### src/rtl/gemm_vec_feeder_if.sv
// Handshake bundle between the vector feeder, its upstream source and the GEMM core.
// The feeder takes the slave modport; the source/GEMM side takes master.
interface gemm_vec_feeder_if #(
  parameter int NBits       = 12,
  parameter int WorkingRegs = 4
);
  logic                         s_valid;
  logic [NBits-1:0]             s_data;
  logic                         s_ready;
  logic                         in_data_ready;
  logic [WorkingRegs*NBits-1:0] in_data;
  logic                         req_chunk_in;
  logic                         req_chunk_ptr_rst;
  logic                         req_chunk_out;
  logic [NBits-1:0]             write_out_data;
  logic                         m_valid;
  logic [NBits-1:0]             m_data;
  logic                         m_last;
  logic                         busy;
  logic                         proto_err;

  modport slave (
    input  s_valid, s_data, req_chunk_in, req_chunk_ptr_rst, req_chunk_out, write_out_data,
    output s_ready, in_data_ready, in_data, m_valid, m_data, m_last, busy, proto_err
  );

  modport master (
    output s_valid, s_data, req_chunk_in, req_chunk_ptr_rst, req_chunk_out, write_out_data,
    input  s_ready, in_data_ready, in_data, m_valid, m_data, m_last, busy, proto_err
  );
endinterface

### src/rtl/gemm_vec_feeder.sv
// Input-vector buffer and chunk sequencer for one GEMM layer: fill, strobe start,
// serve chunks, forward OutVecLength results, then release the buffer.
module gemm_vec_feeder #(
  parameter int InVecLength  = 16,
  parameter int OutVecLength = 8,
  parameter int WorkingRegs  = 4,
  parameter int NBits        = 12
) (
  input  logic          clk_in,
  input  logic          rst_in,
  gemm_vec_feeder_if.slave bus
);
  localparam int Chunks = InVecLength / WorkingRegs;
  localparam int CW     = $clog2(Chunks);
  localparam int RW     = CW + 1;
  localparam int LW     = $clog2(WorkingRegs);
  localparam int OW     = $clog2(OutVecLength);

  typedef enum logic [1:0] {FILL, START, SERVE} state_e;

  state_e           state_q, state_d;
  logic [NBits-1:0] buf_q [Chunks][WorkingRegs];
  logic [CW-1:0]    wr_chunk_q;
  logic [LW-1:0]    wr_lane_q;
  logic [RW-1:0]    rd_ptr_q;
  logic [OW-1:0]    out_cnt_q;
  logic             m_valid_q, m_last_q, proto_err_q;
  logic [NBits-1:0] m_data_q;
  logic [WorkingRegs*NBits-1:0] in_data_w;

  logic last_wr, last_out, any_req;

  assign last_wr  = (wr_chunk_q == CW'(Chunks - 1)) && (wr_lane_q == LW'(WorkingRegs - 1));
  assign last_out = bus.req_chunk_out && (out_cnt_q == OW'(OutVecLength - 1));
  assign any_req  = bus.req_chunk_in | bus.req_chunk_ptr_rst | bus.req_chunk_out;

  always_ff @(posedge clk_in) begin
    if (!rst_in) state_q <= FILL;
    else         state_q <= state_d;
  end

  always_comb begin
    state_d = state_q;
    case (state_q)
      FILL:    if (bus.s_valid && last_wr) state_d = START;
      START:   state_d = SERVE;
      SERVE:   if (last_out) state_d = FILL;
      default: state_d = FILL;
    endcase
  end

  always_ff @(posedge clk_in) begin
    if (!rst_in) begin
      for (int c = 0; c < Chunks; c++)
        for (int k = 0; k < WorkingRegs; k++)
          buf_q[c][k] <= '0;
      wr_chunk_q  <= '0;
      wr_lane_q   <= '0;
      rd_ptr_q    <= '0;
      out_cnt_q   <= '0;
      m_valid_q   <= 1'b0;
      m_last_q    <= 1'b0;
      m_data_q    <= '0;
      proto_err_q <= 1'b0;
    end else begin
      m_valid_q <= 1'b0;
      m_last_q  <= 1'b0;
      // GEMM requests are only legal while serving; elsewhere they only flag
      if (state_q != SERVE && any_req) proto_err_q <= 1'b1;
      case (state_q)
        FILL: begin
          if (bus.s_valid) begin
            buf_q[wr_chunk_q][wr_lane_q] <= bus.s_data;
            if (wr_lane_q == LW'(WorkingRegs - 1)) begin
              wr_lane_q  <= '0;
              wr_chunk_q <= last_wr ? '0 : wr_chunk_q + 1'b1;
            end else begin
              wr_lane_q <= wr_lane_q + 1'b1;
            end
            if (last_wr) rd_ptr_q <= '0;
          end
        end
        SERVE: begin
          if (bus.req_chunk_ptr_rst)
            rd_ptr_q <= '0;
          else if (bus.req_chunk_in)
            rd_ptr_q <= (rd_ptr_q == RW'(Chunks - 1)) ? '0 : rd_ptr_q + 1'b1;
          if (bus.req_chunk_out) begin
            m_valid_q <= 1'b1;
            m_data_q  <= bus.write_out_data;
            m_last_q  <= last_out;
            out_cnt_q <= last_out ? '0 : out_cnt_q + 1'b1;
          end
        end
        default: ;
      endcase
    end
  end

  always_comb begin
    in_data_w = '0;
    for (int k = 0; k < WorkingRegs; k++)
      in_data_w[k*NBits +: NBits] = buf_q[rd_ptr_q[CW-1:0]][k];
  end

  assign bus.in_data       = in_data_w;
  assign bus.s_ready       = (state_q == FILL);
  assign bus.in_data_ready = (state_q == START);
  assign bus.busy          = (state_q != FILL);
  assign bus.m_valid       = m_valid_q;
  assign bus.m_data        = m_data_q;
  assign bus.m_last        = m_last_q;
  assign bus.proto_err     = proto_err_q;
endmodule

### src/flat_wrapper.sv
// flat-port wrapper written by rule: the top's interface ports become plain ports
module gemm_vec_feeder_flat 
#(
  parameter int InVecLength  = 16,
  parameter int OutVecLength = 8,
  parameter int WorkingRegs  = 4,
  parameter int NBits        = 12
)
  (clk_in, rst_in, bus_s_valid, bus_s_data, bus_req_chunk_in, bus_req_chunk_ptr_rst, bus_req_chunk_out, bus_write_out_data, bus_s_ready, bus_in_data_ready, bus_in_data, bus_m_valid, bus_m_data, bus_m_last, bus_busy, bus_proto_err);
  gemm_vec_feeder_if #(.NBits(NBits), .WorkingRegs(WorkingRegs)) bus_i ();
  input  logic clk_in;
  input  logic rst_in;
  input wire logic [$bits(bus_i.s_valid)-1:0] bus_s_valid;
  input wire logic [$bits(bus_i.s_data)-1:0] bus_s_data;
  input wire logic [$bits(bus_i.req_chunk_in)-1:0] bus_req_chunk_in;
  input wire logic [$bits(bus_i.req_chunk_ptr_rst)-1:0] bus_req_chunk_ptr_rst;
  input wire logic [$bits(bus_i.req_chunk_out)-1:0] bus_req_chunk_out;
  input wire logic [$bits(bus_i.write_out_data)-1:0] bus_write_out_data;
  output wire logic [$bits(bus_i.s_ready)-1:0] bus_s_ready;
  output wire logic [$bits(bus_i.in_data_ready)-1:0] bus_in_data_ready;
  output wire logic [$bits(bus_i.in_data)-1:0] bus_in_data;
  output wire logic [$bits(bus_i.m_valid)-1:0] bus_m_valid;
  output wire logic [$bits(bus_i.m_data)-1:0] bus_m_data;
  output wire logic [$bits(bus_i.m_last)-1:0] bus_m_last;
  output wire logic [$bits(bus_i.busy)-1:0] bus_busy;
  output wire logic [$bits(bus_i.proto_err)-1:0] bus_proto_err;
  assign bus_i.s_valid = bus_s_valid;
  assign bus_i.s_data = bus_s_data;
  assign bus_i.req_chunk_in = bus_req_chunk_in;
  assign bus_i.req_chunk_ptr_rst = bus_req_chunk_ptr_rst;
  assign bus_i.req_chunk_out = bus_req_chunk_out;
  assign bus_i.write_out_data = bus_write_out_data;
  assign bus_s_ready = bus_i.s_ready;
  assign bus_in_data_ready = bus_i.in_data_ready;
  assign bus_in_data = bus_i.in_data;
  assign bus_m_valid = bus_i.m_valid;
  assign bus_m_data = bus_i.m_data;
  assign bus_m_last = bus_i.m_last;
  assign bus_busy = bus_i.busy;
  assign bus_proto_err = bus_i.proto_err;
  gemm_vec_feeder #(.InVecLength(InVecLength), .OutVecLength(OutVecLength), .WorkingRegs(WorkingRegs), .NBits(NBits)) u_core (.clk_in(clk_in), .rst_in(rst_in), .bus(bus_i));
endmodule
### config.mk
export PLATFORM = sky130hd
export DESIGN_NAME = gemm_vec_feeder_flat
export DESIGN_NICKNAME = d
export VERILOG_FILES = /design/src/rtl/gemm_vec_feeder_if.sv /design/src/rtl/gemm_vec_feeder.sv /design/src/flat_wrapper.sv
export SDC_FILE = /design/constraint.sdc
export NUM_CORES = 1
export LEC_CHECK = 0
export CAP_MARGIN = 40
export CELL_PAD_IN_SITES_DETAIL_PLACEMENT = 1
export CELL_PAD_IN_SITES_GLOBAL_PLACEMENT = 2
export CORE_MARGIN = 2
export CORE_UTILIZATION = 30
export DETAILED_ROUTE_END_ITERATION = 10
export PLACE_DENSITY_LB_ADDON = 0.25
export SLEW_MARGIN = 25
export SYNTH_ARGS = -nofsm -noshare
export SYNTH_HDL_FRONTEND = slang
export SYNTH_SLANG_ARGS = --single-unit
### constraint.sdc
create_clock -name clk_in -period 2.05 [get_ports clk_in]
set_clock_uncertainty 0.05 [all_clocks]
set_input_delay 0.3075 -clock clk_in [delete_from_list [all_inputs] [get_ports clk_in]]
set_output_delay 0.3075 -clock clk_in [all_outputs]
set_load 0.05 [all_outputs]
* Word level (Yosys, flattened, before mapping)
Memory sizes are Yosys's and may differ from the RTL's. A register that Yosys moved wholly into a read port is not among the register bits.
Index checks and enable logic that the tools add are counted.
** Operators by class
- Add/subtract/negate cells :: 4
- $lt $le $gt $ge :: 2
- Eq/ne operators :: 12
- Muxes and demuxes :: 25
- Bitwise gates (word level) :: 3
- Reductions and logical operators :: 16
** Operators with widths (number)
- $mux W48 :: 3
- $reduce_or A48 Y1 :: 1
- $demux W12 S2 :: 1
- $mux W3 :: 6
- $mux W2 :: 7
- $mux W12 :: 1
- $reduce_and A2 Y1 :: 4
- $add A3 B1 Y3 const B :: 2
- $eq A2 B2 Y1 const B :: 3
- $ne A2 B1 Y1 const B :: 3
- $pmux W2 S3 :: 1
- $pmux W3 S2 :: 1
- $reduce_and A3 Y1 :: 2
- $logic_and A1 B1 Y1 :: 5
- $mux W1 :: 5
- $add A2 B1 Y2 const B :: 2
- $ne A2 B2 Y1 const B :: 2
- $reduce_and A4 Y1 :: 1
- $reduce_bool A2 Y1 :: 2
- $eq A3 B2 Y1 const B :: 1
- $eq A3 B3 Y1 const B :: 1
- $ge A3 B3 Y1 const B :: 1
- $lt A3 B1 Y1 const B :: 1
- $ne A3 B3 Y1 const B :: 1
- 4 further kinds :: 5
** Word-level totals
- Register bits :: 27
- Memory bits (writable) :: 192
- Bits of input ports :: 30
- Logic and storage cells :: 72
- Memories kept :: 1
** Memory list
- u_core.buf_q :: words 4, bits a word 48, read ports 1, clocked after memory_dff 1, wr ports 4, line gemm_vec_feeder.sv:22 : logic [NBits-1:0] buf_q [Chunks][WorkingRegs];

* Logic depth before layout (Yosys ltp)
Gate-level depths: netlist of run 1.
- Depth in word-level cells :: 8
- Depth in mapped cells :: 6

* Worst setup path after synthesis of run 1
No wires, ideal clock.
- Path kind :: register -> output
- Start point :: register u_core.state_q[1]
- End point :: output port bus_busy
- Data arrival time :: 1.583 ns
- Data required time :: 1.692 ns
- Path slack :: 0.109 ns
- Cell stages (with the launch flop) :: 4
- Path buffers :: 1
- Cells stage by stage :: dfxtp_1 -> buf_4 -> nor2_1 -> inv_1
** On the way
- Cells in the longest elaborated chain, start to end :: 1
** RTL lines
- start: declaration :: line gemm_vec_feeder.sv:21 : state_e state_q, state_d;
- start signal: assignment :: line gemm_vec_feeder.sv:39 : else state_q <= state_d;
- $reduce_bool A2 Y1 :: line gemm_vec_feeder.sv:109 : assign bus.busy = (state_q != FILL);
- end: declaration :: line flat_wrapper.sv:25 : output wire logic [$bits(bus_i.busy)-1:0] bus_busy;
Every way passes these cells.

==> results.yml, run 1 <==
clocking:
  clk_pin_slew_ns: 0.06
  cts_tree: "done"
  cts-buffers-inserted: 27
  clock_sinks: 221
  insertion_delay_ns: 0.52
  clockBufferDepth: 3
  cts-root-buf: "clkbuf_16"
  cts.htree.levels: 1
layout:
  layout.cells.non_filler: 1243
  nFillCells: 3282
  diodes: 0
  finalNetCount: 821
  area_growth_pct: 29.5
  drive_above_1_share: 0.306
  utilization: 0.395
timing:
  finalMaxSlewViolations: 0
  post-route-min-period_ns: 2.32
  fin_crit_sh: 1.13
  hold_slack_ns: 0.309
  setup-tns-final_ns: -10.09
  relSlewSlack: 0.651
  setup_viol: 48
  fmaxAchievable_mhz: 432
  setup_ws_ns: -0.266
  tightest_slew_ns: 0.521
  hold_viol: 0
  rsz0062_at_grt: "yes"
critical_path:
  cpMaxStageDelayCell: "mux4_2"
  slowest_delay_ns: 0.55
  worstSetupPathType: "reg -> out"
  worst_setup_path_end_kind: "output port"
  path_cells: "buf_12 > clkbuf_16 > mux4_2 > buf_6"
  crit_arrival_ns: 1.96
  cp-start-kind: "register"
  cp_data_required_time_ns: 1.69
  critical_path.max_fanout: 6
synth:
  ys_types: 39
  synth-edff-count: 192
  synth_area_per_cell_um2: 15.6
  ys_seq_elements: 221
  yosys.area.top_type: "edfxtp_1"
  syn_area_um2: 9940
  syn_inst: 638
  async_flop_share: 0
  synth_flop_cell: "edfxtp_1"
  yosys_warnings: 0
  synthTopCellsByArea: "edfxtp_1 (58%), and2_1 (11%), mux4_2 (11%)"
  syn_nets: 679
  synth.yosys.seq_area_share: 0.638
  synth_top_area_share: 0.580
die:
  fp.dieW_um: 186
  start_util: 0.305
  num_io_pins: 96
  die_area_um2: 34600
  num_rows: 66
  die_h_um: 186
  core_um2: 32600
run_status:
  violations: "negative setup slack"
  run_status: "finished with violations"
grt:
  antenna_found_initial: 0
  overflow: 0
  grt_pass1_vias: 6006
  busiest_layer: "met2"
  grtUsageMet1: 0.200
  grtUsageMet3: 0.0223
  track_usage: 0.144
  grt_start_max_net_pins: 49
  grt_pass1_wl_mm: 36.8
  met2_usage: 0.237
power:
  p_leak_nw: 4.91
  netSwitchingPower_mw: 2.40
  power_density_nw_per_um2: 811
  p_int_mw: 8.04
  sequentialPowerShare: 0.488
  clkPwrFrac: 0.432
  netSwitchingFraction: 0.230
  ir_drop_uv: 554
  pwr-share-comb: 0.080
job:
  drv_cap: 0
place:
  io_buffers: 95
  dp.cells: 1184
  dpl_worst_slack_ns: -0.0662
  gp_congestion: 0.730
  dp_hpwl_mm: 16.3
detailed_routing:
  viasPerCell: 4.52
  finalWirelength_mm: 25.3
  drtPass1Iterations: 4
  postRouteAntennaNets: 0
  drcViolationCount: 0
  wire_per_inst_um: 20.3
  vias: 5615
  drtIter0Drc: 272
hold_path:
  min_path_type: "in -> reg"
[cell families after synthesis]
| group | count (synthesis) | share of synthesized area |
|---|---|---|
| buffers and inverters | 52 | 0.0342 |
| DFF | 221 | 0.638 |
| and+or+nand+nor | 278 | 0.182 |
| AOI/OAI and AO/OA | 24 | 0.0189 |
| adders and majority gates | 11 | 0.0138 |
| muxes | 52 | 0.113 |
[per-stage QoR]
| step | power [mW] | area, um^2 |
|---|---|---|
| finish | 10.4 | 12900 |
| CTS | 10.5 | 12500 |
| global route | 10.8 | 12900 |
| detailed placement | 6.00 | 11700 |
| floorplan | 5.58 | 9940 |
| global placement | 5.98 | 11700 |
[final cells by class]
cell class	count	area (um^2)	area share
clock buffers	32	694	0.0540
flip-flops and latches	221	6350	0.493
multi-input cells	365	3250	0.253
well taps	442	553	0.0430
clock inverters	18	140	0.0109
repair buffers	159	1860	0.144
inverters	6	22.5	0.00175
[layout by cell type (no fill, tap or decap), types with 16 or more instances in the layout]
cell	synthesis	routed
clkdlybuf4s50_1	0	31
and2_1	173	173
edfxtp_1	192	192
buf_4	4	43
and2_4	20	20
buf_12	0	22
dfxtp_1	29	27
clkbuf_16	0	31
mux4_2	48	48
buf_6	16	43
nand2b_1	16	16
nand2_1	28	28
[repair_timing]
item,4_1_cts,5_1_grt
buffers inserted,0,3
gates resized for setup,9,52
hold buffers,0,0
cloned,0,6
endpoints found under the setup margin,57,52
[per-layer routing]
layer / share of wire / up-vias / wire length [um]
met2: 0.47 / 129 / 11800
met4: 0.019 / 0 / 475
met3: 0.042 / 33 / 1060
li1: - / 2593 / -
met1: 0.47 / 2860 / 11900
met5: 0 / - / 0
[flip-flops by register name, summed over array words and instances (netlist names), named ones only]
signal / flops
u_core.rd_ptr_q: 3
u_core.bus.m_last: 1
u_core.wr_chunk_q: 2
u_core.state_q: 2
u_core.bus.m_data: 12
u_core.out_cnt_q: 3
u_core.wr_lane_q: 2
u_core.buf_q: 192
u_core.bus.m_valid: 1
u_core.bus.proto_err: 1
[worst paths after layout]
check,start,endpoint,slack (ns),cells after the start
worst max-delay path,register,bus_in_data[30],-0.27,4
worst min-delay path,bus_write_out_data[1],u_core.bus.m_data[1]$_SDFFE_PN0P_,0.31,3
worst min register to register,u_core.bus.m_data[8]$_SDFFE_PN0P_,u_core.bus.m_data[8]$_SDFFE_PN0P_,0.42,2
worst max register to register,u_core.wr_chunk_q[0]$_SDFFE_PN0P_,u_core.buf_q[0][44]$_SDFFCE_PN0P_,0.25,6
[worst max-delay path, delay by kind of cell (launching register included)]
kind                   cells  cell delay (ns)
muxes                      1             0.55
buffers and inverters      3             0.49
DFF                        1             0.38
[power by group through the flow]
stage / Combinational, mW / Sequential [mW] / Clock, mW
after floorplan: 0.422 / 5.16 / 0
final: 0.839 / 5.09 / 4.51
after global routing: 0.889 / 5.11 / 4.78
after CTS: 0.816 / 5.10 / 4.61
after detailed placement: 0.816 / 5.19 / 0
after global placement: 0.801 / 5.18 / 0
[cell usage after synthesis, drive strengths merged (2+ instances only)]
cell type,instances
a21boi,16
a21oi,2
a32o,2
and2,195
and3,14
and4,3
and4bb,2
buf,27
clkbuf,19
dfxtp,29
edfxtp,192
ha,11
inv,6
mux2i,4
mux4,48
nand2,28
nand2b,16
nand3b,2
nor2,4
nor2b,6
nor3b,3
o21a,2
(Power assumes the default switching activity.)
==> run 2: changes to the inputs <==
Settings changed: CTS_CLUSTER_DIAMETER from default to 30, TNS_END_PERCENT from default to 50.
==> results.yml, run 2 (same netlist as run 1, synthesis figures left out) <==
run_status:
  run_status: "finished with violations"
  violations: "negative setup slack"
detailed_routing:
  wire_per_inst_um: 20.2
  drtIter0Drc: 217
  drcViolationCount: 0
  drtPass1Iterations: 4
  vias: 5898
  postRouteAntennaNets: 0
  finalWirelength_mm: 26.1
  viasPerCell: 4.56
grt:
  track_usage: 0.150
  met2_usage: 0.242
  busiest_layer: "met2"
  grtUsageMet1: 0.201
  grt_start_max_net_pins: 49
  grt_pass1_vias: 6423
  antenna_found_initial: 0
  grt_pass1_wl_mm: 38.2
  grtUsageMet3: 0.0307
  overflow: 0
clocking:
  clockBufferDepth: 3
  clk_pin_slew_ns: 0.04
  insertion_delay_ns: 0.54
  cts.htree.levels: 2
  clock_sinks: 221
  cts-buffers-inserted: 54
  holdBufCountCts: 0
  cts-root-buf: "clkbuf_16"
  cts_tree: "done"
layout:
  drive_above_1_share: 0.343
  layout.cells.non_filler: 1293
  layout_common_cells: "edfxtp_1 (192), and2_1 (173), clkbuf_16 (59)"
  area_growth_pct: 39.1
  multiInputGateArea_um2: 3250
  nFillCells: 3242
  largest_reg_flops: 192
  utilization: 0.424
  diodes: 0
  finalNetCount: 849
  top_register: "u_core.buf_q"
  regArea_um2: 6350
  mostFrequentLayoutCell: "edfxtp_1"
die:
  fp.dieW_um: 186
  die_h_um: 186
  num_io_pins: 96
  core_um2: 32600
  start_util: 0.305
  die_area_um2: 34600
  num_rows: 66
power:
  clkPwrFrac: 0.579
  ir_drop_uv: 612
  power_density_nw_per_um2: 1020
  netSwitchingFraction: 0.222
  p_int_mw: 11.0
  netSwitchingPower_mw: 3.13
  p_leak_nw: 5.36
  sequentialPowerShare: 0.361
  pwr-share-comb: 0.060
critical_path:
  critical_path.max_fanout: 6
  cp_data_required_time_ns: 1.69
  worst_r2r_path_depth: 6
  worst_setup_path_end_kind: "output port"
  cp-start-kind: "register"
  worstSetupPathType: "reg -> out"
  crit_arrival_ns: 1.97
timing:
  setup_viol: 48
  rsz0062_at_grt: "yes"
  setup_ws_ns: -0.276
  fmaxAchievable_mhz: 430
  post-route-min-period_ns: 2.33
  hold_viol: 0
  fin_crit_sh: 1.13
  relSlewSlack: 0.651
  tightest_slew_ns: 0.522
  finalMaxSlewViolations: 0
place:
  dp_hpwl_mm: 16.3
  gp_congestion: 0.730
  dp.cells: 1184
  io_buffers: 95
hold_path:
  min_path_type: "in -> reg"
  worstHoldPathCells: 3
job:
  drv_cap: 0
-- run 2: cell count changes in the layout (fill, tap and decap cells not counted), moves of 5 or more --
cell       previous run  this run
clkinv_2              5        12
clkinv_4              0         5
buf_6                43        49
buf_4                43        38
clkbuf_16            31        59
-- run 2: timing repair --
action | in CTS | in global routing
endpoints found under the setup margin | 61 | 50
setup buffers | 0 | 4
resized for setup | 13 | 59
gates cloned | 0 | 6
endpoints found under the hold margin | 0 | 0
-- run 2: power by group through the flow --
stage               sequential (mW)  clock (mW)  combinational, mW
finish                         5.11        8.18              0.846
global route                   5.12        8.55              0.896
detailed placement             5.19           0              0.816
global placement               5.18           0              0.801
floorplan                      5.16           0              0.422
CTS                            5.11        8.34              0.817
-- run 2: metal layers --
metal | routed length, um | share of wire
met1 | 12200 | 0.47
met2 | 12200 | 0.47
met3 | 1160 | 0.044
met4 | 565 | 0.022
met5 | 0 | 0
-- run 2: metrics by stage --
stage / hold slack, ns / setup WS [ns] / cell area [um^2] / TNS, ns / total power [mW]
6_report: 0.288 / -0.276 / 13800 / -10.77 / 14.1
5_1_grt: 0.273 / -0.317 / 13800 / -13.39 / 14.6
4_1_cts: 0.260 / -0.328 / 13400 / -13.57 / 14.3
3_5_place_dp: 0.413 / -0.0662 / 11700 / -5.37 / 6.00
3_3_place_gp: 0.400 / -0.0355 / 11700 / -0.835 / 5.98
2_1_floorplan: 0.395 / 0.109 / 9940 / 0 / 5.58
-- run 2: cell type report --
| cell class | instances | area share |
|---|---|---|
| inverters | 6 | 0.00163 |
| flip-flops and latches | 221 | 0.459 |
| repair buffers | 160 | 0.136 |
| multi-input cells | 365 | 0.235 |
| clock inverters | 37 | 0.0267 |
| clock buffers | 62 | 0.101 |
| well taps | 442 | 0.0400 |
-- run 2: worst max-delay path: stages (launching register included) --
cell	delay (ns)
dfxtp_4	0.38
buf_6	0.14
clkbuf_16	0.16
mux4_2	0.55
buf_6	0.18
-- run 2: path summary, 6_finish.rpt --
check	from	end	slack (ns)
worst min-delay path	bus_write_out_data[5]	u_core.bus.m_data[5]$_SDFFE_PN0P_	0.29
worst min register to register	u_core.bus.m_data[5]$_SDFFE_PN0P_	u_core.bus.m_data[5]$_SDFFE_PN0P_	0.42
worst max-delay path	register	bus_in_data[30]	-0.28
worst max register to register	u_core.wr_chunk_q[0]$_SDFFE_PN0P_	u_core.buf_q[0][46]$_SDFFCE_PN0P_	0.24
